--- src/rtl/watchdog_timer.sv ---
// watchdog_timer
//
// Single-clock watchdog. Software enables the block (WDEN), programs a
// timeout count (WTOCNT) and periodically kicks it (WDLIVE). If no kick
// arrives before the count expires, the block raises a level interrupt.
// The interrupt stays high until the watchdog is kicked or disabled.
//
// Ports:
//   clk            rising-edge clock
//   rst            asynchronous, active-low reset (0 = reset)
//   wr_en          register write strobe
//   wr_addr[1:0]   0 = WDEN, 1 = WDLIVE (kick), 2 = WTOCNT, 3 = ignored
//   wr_data[31:0]  write data. WDEN/WDLIVE use bit 0. WTOCNT uses [CNT_W-1:0].
//   WDT_interrupt  registered level timeout interrupt
//   cnt_out        current timeout count
//   wdt_state      FSM state: 00 = IDLE, 01 = COUNT, 10 = TIMEOUT
//
// Write port handshake: wr_en is a valid-only strobe with no ready.
// Every cycle with wr_en = 1 is exactly one write, and that write is
// captured at the next rising edge. Back-pressure is never applied.
//
// CNT_W must be in the range 1..32, because WTOCNT is taken from wr_data.

module watchdog_timer #(
  parameter int CNT_W    = 32,
  parameter int PRESCALE = 1
) (
  input  logic             clk,
  input  logic             rst,
  input  logic             wr_en,
  input  logic [1:0]       wr_addr,
  input  logic [31:0]      wr_data,
  output logic             WDT_interrupt,
  output logic [CNT_W-1:0] cnt_out,
  output logic [1:0]       wdt_state
);

  localparam int PW = (PRESCALE > 1) ? $clog2(PRESCALE) : 1;
  localparam logic [PW-1:0] PRESC_LAST = PW'(PRESCALE - 1);

  localparam logic [1:0] ST_IDLE    = 2'b00;
  localparam logic [1:0] ST_COUNT   = 2'b01;
  localparam logic [1:0] ST_TIMEOUT = 2'b10;

  logic [1:0]       state_q,  state_d;
  logic [CNT_W-1:0] cnt_q,    cnt_d;
  logic [PW-1:0]    presc_q,  presc_d;
  logic             irq_q,    irq_d;
  logic             wden_q,   wden_d;
  logic [CNT_W-1:0] wtocnt_q, wtocnt_d;

  logic wr_wden;
  logic wr_wtocnt;
  logic kick;
  logic disable_now;
  logic tick;

  // Only the low bits of wr_data are architected.
  logic wr_data_unused;
  assign wr_data_unused = ^wr_data;

  always_comb begin
    wr_wden   = wr_en && (wr_addr == 2'd0);
    wr_wtocnt = wr_en && (wr_addr == 2'd2);
    kick      = wr_en && (wr_addr == 2'd1) && wr_data[0];

    wden_d   = wr_wden   ? wr_data[0]         : wden_q;
    wtocnt_d = wr_wtocnt ? wr_data[CNT_W-1:0] : wtocnt_q;

    // A WDEN = 0 write takes effect at its own capturing edge, so a
    // disable clears the interrupt in one edge, the same as a kick.
    disable_now = !wden_d;
    tick        = (presc_q == PRESC_LAST);

    state_d = state_q;
    cnt_d   = cnt_q;
    presc_d = presc_q;
    irq_d   = irq_q;

    case (state_q)
      ST_IDLE: begin
        cnt_d   = '0;
        presc_d = '0;
        irq_d   = 1'b0;
        // Enabling uses the stored register. The state changes one edge
        // after WDEN is captured. A kick here is ignored.
        if (wden_q && !disable_now) begin
          state_d = ST_COUNT;
        end
      end

      ST_COUNT: begin
        if (disable_now) begin
          state_d = ST_IDLE;
          cnt_d   = '0;
          presc_d = '0;
        end else if (kick) begin
          cnt_d   = '0;
          presc_d = '0;
        end else if (tick) begin
          presc_d = '0;
          // The compare is >= against the stored WTOCNT. Shrinking WTOCNT
          // below cnt therefore times out at the next tick and never wraps.
          if (cnt_q >= wtocnt_q) begin
            state_d = ST_TIMEOUT;
            irq_d   = 1'b1;
          end else begin
            cnt_d = cnt_q + CNT_W'(1);
          end
        end else begin
          presc_d = presc_q + PW'(1);
        end
      end

      ST_TIMEOUT: begin
        if (disable_now) begin
          state_d = ST_IDLE;
          irq_d   = 1'b0;
          cnt_d   = '0;
          presc_d = '0;
        end else if (kick) begin
          state_d = ST_COUNT;
          irq_d   = 1'b0;
          cnt_d   = '0;
          presc_d = '0;
        end
      end

      default: begin
        state_d = ST_IDLE;
        cnt_d   = '0;
        presc_d = '0;
        irq_d   = 1'b0;
      end
    endcase
  end

  always_ff @(posedge clk or negedge rst) begin
    if (!rst) begin
      state_q  <= ST_IDLE;
      cnt_q    <= '0;
      presc_q  <= '0;
      irq_q    <= 1'b0;
      wden_q   <= 1'b0;
      wtocnt_q <= '0;
    end else begin
      state_q  <= state_d;
      cnt_q    <= cnt_d;
      presc_q  <= presc_d;
      irq_q    <= irq_d;
      wden_q   <= wden_d;
      wtocnt_q <= wtocnt_d;
    end
  end

  assign WDT_interrupt = irq_q;
  assign cnt_out       = cnt_q;
  assign wdt_state     = state_q;

endmodule

--- config.mk ---
export PLATFORM = sky130hd
export DESIGN_NAME = watchdog_timer
export DESIGN_NICKNAME = d
export VERILOG_FILES = /design/src/rtl/watchdog_timer.sv
export SDC_FILE = /design/constraint.sdc
export NUM_CORES = 1
export LEC_CHECK = 0
export ABC_AREA = 1
export BUFFER_PORTS_ARGS = -buffer_cell sky130_fd_sc_hd__buf_2
export CORE_MARGIN = 4
export CORE_UTILIZATION = 25
export CTS_BUF_LIST = sky130_fd_sc_hd__clkbuf_2 sky130_fd_sc_hd__clkbuf_4 sky130_fd_sc_hd__clkbuf_8
export CTS_CLUSTER_DIAMETER = 30
export DETAILED_ROUTE_END_ITERATION = 12
export PLACE_DENSITY_LB_ADDON = 0.2
export SYNTH_ARGS = -nofsm -noshare
export SYNTH_HDL_FRONTEND = slang
export SYNTH_SLANG_ARGS = --single-unit
--- constraint.sdc ---
create_clock -name clk -period 2.66 [get_ports clk]
set_input_delay 0.133 -clock clk [delete_from_list [all_inputs] [get_ports clk]]
set_output_delay 0.133 -clock clk [all_outputs]
set_load 0.02 [all_outputs]
==> flow_metrics.tcl, run 1 <==
set metrics [dict create \
    rsz0062_at_grt "false" \
    p_clk_share_pct 31.5 \
    min_period_ps 2320 \
    io_pins 72 \
    synth_top_area_share_pct 37.8 \
    crit_fanout 33 \
    worstHoldPathCells 3 \
    p_switching_uw 799 \
    htree_levels 3 \
    hp-class "input port to register" \
    dieArea_mm2 0.0202 \
    ant_nets 0 \
    timing.final.crit_share_pct 87.4 \
    die_h_um 142 \
    synth_top_area_cell "dfrtp_1" \
    synthCells 625 \
    syn_nets 695 \
    combPwrFrac_pct 22.3 \
    timing.rr.end "cnt_out[15]" \
    placed_area_mm2 0.00525 \
    cts_tree "built" \
    worst_slew_pin_slew_ps 667 \
    first_pass_iters 4 \
    core_area_mm2 0.0175 \
    syn_to_final_growth_pct 22.8 \
    track_usage_pct 13.1 \
    startpoint_type "register" \
    ys_ff_latch 68 \
    syn_area_mm2 0.00451 \
    postCtsSetupBuffers 0 \
    ys_types 28 \
    setup_viol 0 \
    grt_pass1_vias 4110 \
    finalWirelength_mm 12.6 \
    syn_area_per_cell_um2 7.21 \
    finClkSkew_ps 7.90 \
    final_cell_area_mm2 0.00553 \
    hold_end "wtocnt_q[17]" \
    dp_hpwl_mm 9.75 \
    clkLatencyLatePin_ps 360 \
    status "completed" \
    yosysSeqAreaShare_pct 37.8 \
    rr_worst_depth 12 \
    row_count 48 \
    rr_startpoint "cnt_out[23]" \
    fmaxAchievable_mhz 430 \
    drv_slew 0 \
    p_per_area_mw_per_mm2 458 \
    grt_pass1_wl_mm 21.3 \
    ir_drop_mv 0.280 \
    cp-end-kind "register" \
    leakage_uw 0.00288 \
    drv_cap 0 \
    routabilityCongestion 0.886 \
    fin_nets 794 \
    p_sw_share_pct 31.5 \
    wl_per_cell_um 13.2 \
    hold_start "wr_data[17]" \
    crit_required_ps 2960 \
    drc 0 \
    max-slew-margin-rel_pct 55.5 \
    cts.path.max_buffers 2 \
    drive_above_1_share_pct 19.8 \
    p_total_uw 2540 \
    p_int_uw 1740 \
    finalSetupTns_ps 0 \
    critPathArrivalTime_ps 2620 \
    seq_power_share_pct 46.2 \
    antennaDiodeCount 0 \
    via_per_inst 4.32 \
    synth_area_leaders "dfrtp_1 (38%), nand2_1 (13%), ha_1 (9.2%)" \
    rrSetupSlack_ps 340 \
    hold_viol 0 \
    port_buffers 71 \
    drt_iter0_markers 176 \
    grt_overflow_total 0 \
    start_util_pct 25.8 \
    path_clk_slew_ps 70 \
    vias 4120 \
    yosys_warnings 0 \
    cts_made_buffers 9 \
    die_w_um 142 \
    critPathKind "register to register" \
    clock-sinks 68 \
    antenna_found_initial 0 \
    clockRootBuffer "clkbuf_8" \
    grt_max_degree 34 \
]
what timing repair did:
item / in CTS / in global routing
endpoints found under the setup margin: 0 / 1
gates resized for setup: 0 / 1
hold endpoints to repair: 22 / 0
hold buffers: 10 / 0
logic make-up after synthesis:
kind of cell    count (synthesis)  synth area share, %
buf+inv                        87                 7.83
flops                          68                 37.8
simple gates                  355                 34.4
mux                             1                0.250
xor+xnor                       16                 3.11
compound gates                 65                 7.44
fa+ha+maj                      33                 9.16
registers in the layout, indices dropped and copies added, names as in the netlist:
| name | flops |
|---|---|
| wtocnt_q | 32 |
| WDT_interrupt | 1 |
| cnt_out | 32 |
| wden_q | 1 |
| wdt_state | 2 |
Yosys cell counts:
cell type	count
xor2_1	13
nor2_2	3
nor2_4	3
nor3b_1	3
o21ai_0	8
buf_2	6
nand3_2	4
nor2_1	106
nor3b_2	1
ha_1	33
nand3b_1	1
nor3_1	9
nand3_1	41
inv_2	8
o211a_1	1
dfrtp_1	68
buf_4	5
a21oi_1	51
nand4_1	11
nand2_1	162
xnor2_1	3
nor3_2	6
o21ai_1	3
nand2_2	5
mux2_2	1
clkbuf_1	7
inv_1	61
o21a_1	2
power by group through the flow:
stage               clock, uW  combinational, uW  sequential [uW]
global placement            0                566             1190
floorplan                   0                353             1220
CTS                       835                583             1170
detailed placement          0                573             1190
finish                    800                566             1170
global route              874                667             1180
worst max-delay path: stages, from the launching register on:
cell	delay, ps
dfrtp_1	490
ha_1	340
nand2_1	80
nor2_1	150
nand4_1	140
nor2_1	200
nand2_1	130
nand2_1	110
nand2_2	60
nand2_2	50
buf_4	340
nand2_1	90
nand2_1	70
area by class of cell:
type / count / area [um^2]
Sequential cell: 68 / 1700
Inverter: 69 / 259
Timing Repair Buffer: 106 / 656
Clock inverter: 2 / 10.0
Clock buffer: 13 / 166
Multi-Input combinational cell: 470 / 2460
Fill cell: 1916 / 11900
Tap cell: 225 / 282
worst max path at each step:
stage | end | startpoint | slack (ps)
2_1_floorplan | cnt_out[5] | cnt_out[5] | 680
3_3_place_gp | cnt_out[5] | cnt_out[23] | 250
3_5_place_dp | cnt_out[5] | cnt_out[23] | 240
4_1_cts | cnt_out[5] | cnt_out[23] | 230
5_1_grt | cnt_out[27] | cnt_out[23] | 70
6_report | cnt_out[15] | cnt_out[23] | 340
per-layer routing:
metal,part of all wire [%],global-route usage [%],routed length (um)
met3,4.9,3.13,615
met1,50,18.3,6290
met4,1.4,3.89,177
met5,0,0,0
met2,44,20.0,5480
through the flow:
| step | util, % | setup WS [ps] | hold slack (ps) | instances |
|---|---|---|---|---|
| finish | 31.7 | 336 | 18.6 | 953 |
| global route | 31.7 | 69.1 | 22.2 | 953 |
| CTS | 31.6 | 229 | 0.284 | 953 |
| detailed placement | 30.1 | 238 | 64.3 | 928 |
| global placement | 30.1 | 254 | 63.0 | 928 |
| floorplan | - | 681 | -163 | 625 |
cells in the final DEF (no fill, tap or decap), types with 5 or more instances in the layout:
master / instances
dfrtp_1: 68
inv_2: 8
clkbuf_8: 11
nand3_2: 5
nor3_2: 6
nand4_1: 11
o21ai_0: 8
buf_4: 24
nor3_1: 9
dlygate4sd3_1: 10
nand2_1: 162
a21oi_1: 50
xor2_1: 13
nor2_1: 106
ha_1: 33
nand2_2: 5
inv_1: 61
nand3_1: 40
buf_2: 71
(Power assumes the default switching activity.)
==> inputs of run 2 (changes only) <==
- HOLD_SLACK_MARGIN: not set -> 0.1
==> run 2 against run 1 <==
Against the previous run: sequential share of layout area decreased by 1.2 points; clock skew about the same; cell area grew 4.2%; die area stayed put; register-to-register slack about the same; first-iteration DRC count increased by 6.3%; largest power group unchanged.
==> flow_metrics.tcl, run 2 (synthesized netlist as in run 1, its figures left out) <==
set metrics [dict create \
    p_per_area_mw_per_mm2 445 \
    crit_fanout 33 \
    rsz0062_at_grt "false" \
    grt_max_degree 34 \
    fmaxAchievable_mhz 431 \
    timing.final.crit_share_pct 87.3 \
    start_util_pct 25.8 \
    drt_iter0_markers 187 \
    die_h_um 142 \
    core_area_mm2 0.0175 \
    min_period_ps 2320 \
    drive_above_1_share_pct 19.2 \
    postCtsSetupBuffers 0 \
    hp-class "input port to async pin" \
    antennaDiodeCount 0 \
    path_clk_slew_ps 70 \
    rr_worst_depth 12 \
    p_total_uw 2560 \
    grt_overflow_total 0 \
    setup_viol 0 \
    crit_chain "ha_1, nand2_1, nor2_1, nand4_1, nor2_1, nand2_1, nand2_1, nand2_2, nand2_2, buf_4, nand2_1, nand2_1" \
    fin_nets 817 \
    ant_nets 0 \
    fillers 1892 \
    startpoint_type "register" \
    critPathBufInv 1 \
    vias 4190 \
    finalWirelength_mm 12.7 \
    dieArea_mm2 0.0202 \
    critPathKind "register to register" \
    rr_startpoint "cnt_out[23]" \
    critPathArrivalTime_ps 2620 \
    grt_pass1_wl_mm 21.5 \
    via_per_inst 4.29 \
    ir_drop_mv 0.281 \
    drv_slew 0 \
    clkLatencyLatePin_ps 360 \
    max-slew-margin-rel_pct 55.9 \
    dp_hpwl_mm 9.75 \
    first_pass_iters 4 \
    antenna_found_initial 0 \
    clock-sinks 68 \
    drv_cap 0 \
    cts.path.max_buffers 2 \
    routabilityCongestion 0.886 \
    clockRootBuffer "clkbuf_8" \
    syn_to_final_growth_pct 27.9 \
    port_buffers 71 \
    die_w_um 142 \
    rrSetupSlack_ps 340 \
    multi_input_area_mm2 0.00246 \
    cp-end-kind "register" \
    cts_made_buffers 9 \
    htree_levels 3 \
    io_pins 72 \
    hold_viol 0 \
    cts_tree "built" \
    track_usage_pct 13.2 \
    cp_slowest_stage_delay_ps 490 \
    drc 0 \
    layout_common_cells "nand2_1 (162), nor2_1 (106), buf_2 (71)" \
    worst_slew_pin_slew_ps 661 \
    row_count 48 \
    crit_required_ps 2960 \
    final_core_util_pct 33.0 \
    wl_per_cell_um 13.0 \
    regArea_mm2 0.00170 \
    finalSetupTns_ps 0 \
    grt_pass1_vias 4188 \
    crit_top_cell "nand2_1" \
    finClkSkew_ps 7.98 \
    timing.rr.end "cnt_out[15]" \
    status "completed" \
    slowest_stage "dfrtp_1" \
    leakage_uw 0.00298 \
    crit_family "simple AND/OR/NAND/NOR gates" \
    final_common_cell "nand2_1" \
]
==> run 2: cell types whose count changed in the layout (fill, tap and decap cells not counted), sizes merged <==
cell and change:
dlygate4sd3 +23
==> run 2: routing by layer <==
layer	vias to the layer above	share of wire (%)	GRT usage (%)
met4	0	1.4	3.89
met1	1862	51	18.4
met2	71	43	20.3
met5	-	0	0
met3	17	4.5	3.09
li1	2240	-	-
==> run 2: power breakdown <==
group	leakage [uW]	internal [uW]	switching, uW
Clock	0.0000961	402	398
Combinational	0.00204	224	367
Sequential	0.000842	1130	38.0
==> run 2: per-stage QoR <==
step,instance area [um^2],instances,hold slack [ps],worst slack [ps]
floorplan,4510,625,-163,681
finish,5760,976,200,339
global route,5760,976,224,69.1
global placement,5250,928,63.0,254
CTS,5760,976,183,229
detailed placement,5250,928,64.3,238
==> run 2: worst register-to-register path, cell delays in order, from the launching register on <==
cell and delay, ps:
dfrtp_1 490, ha_1 340, nand2_1 80, nor2_1 150, nand4_1 140, nor2_1 200, nand2_1 130, nand2_1 110
nand2_2 60, nand2_2 50, buf_4 340, nand2_1 100, nand2_1 70
==> run 2: final cells by class <==
class	count	share of cell area (%)
Clock buffer	13	2.89
Clock inverter	2	0.174
Inverter	69	4.49
Multi-Input combinational cell	470	42.7
Sequential cell	68	29.5
Tap cell	225	4.88
Timing Repair Buffer	129	15.4
==> run 2: timing repair <==
item,in CTS,in global routing
hold buffers,33,0
resized for setup,0,1
endpoints found under the setup margin,0,1
hold endpoints to repair,57,0
==> run 2: how the worst max path moves through the flow <==
stage,from,to,depth (start not counted)
floorplan,cnt_out[5],cnt_out[5],16
global placement,cnt_out[23],cnt_out[5],10
detailed placement,cnt_out[23],cnt_out[5],10
CTS,cnt_out[23],cnt_out[5],10
global route,cnt_out[23],cnt_out[27],12
finish,cnt_out[23],cnt_out[15],12
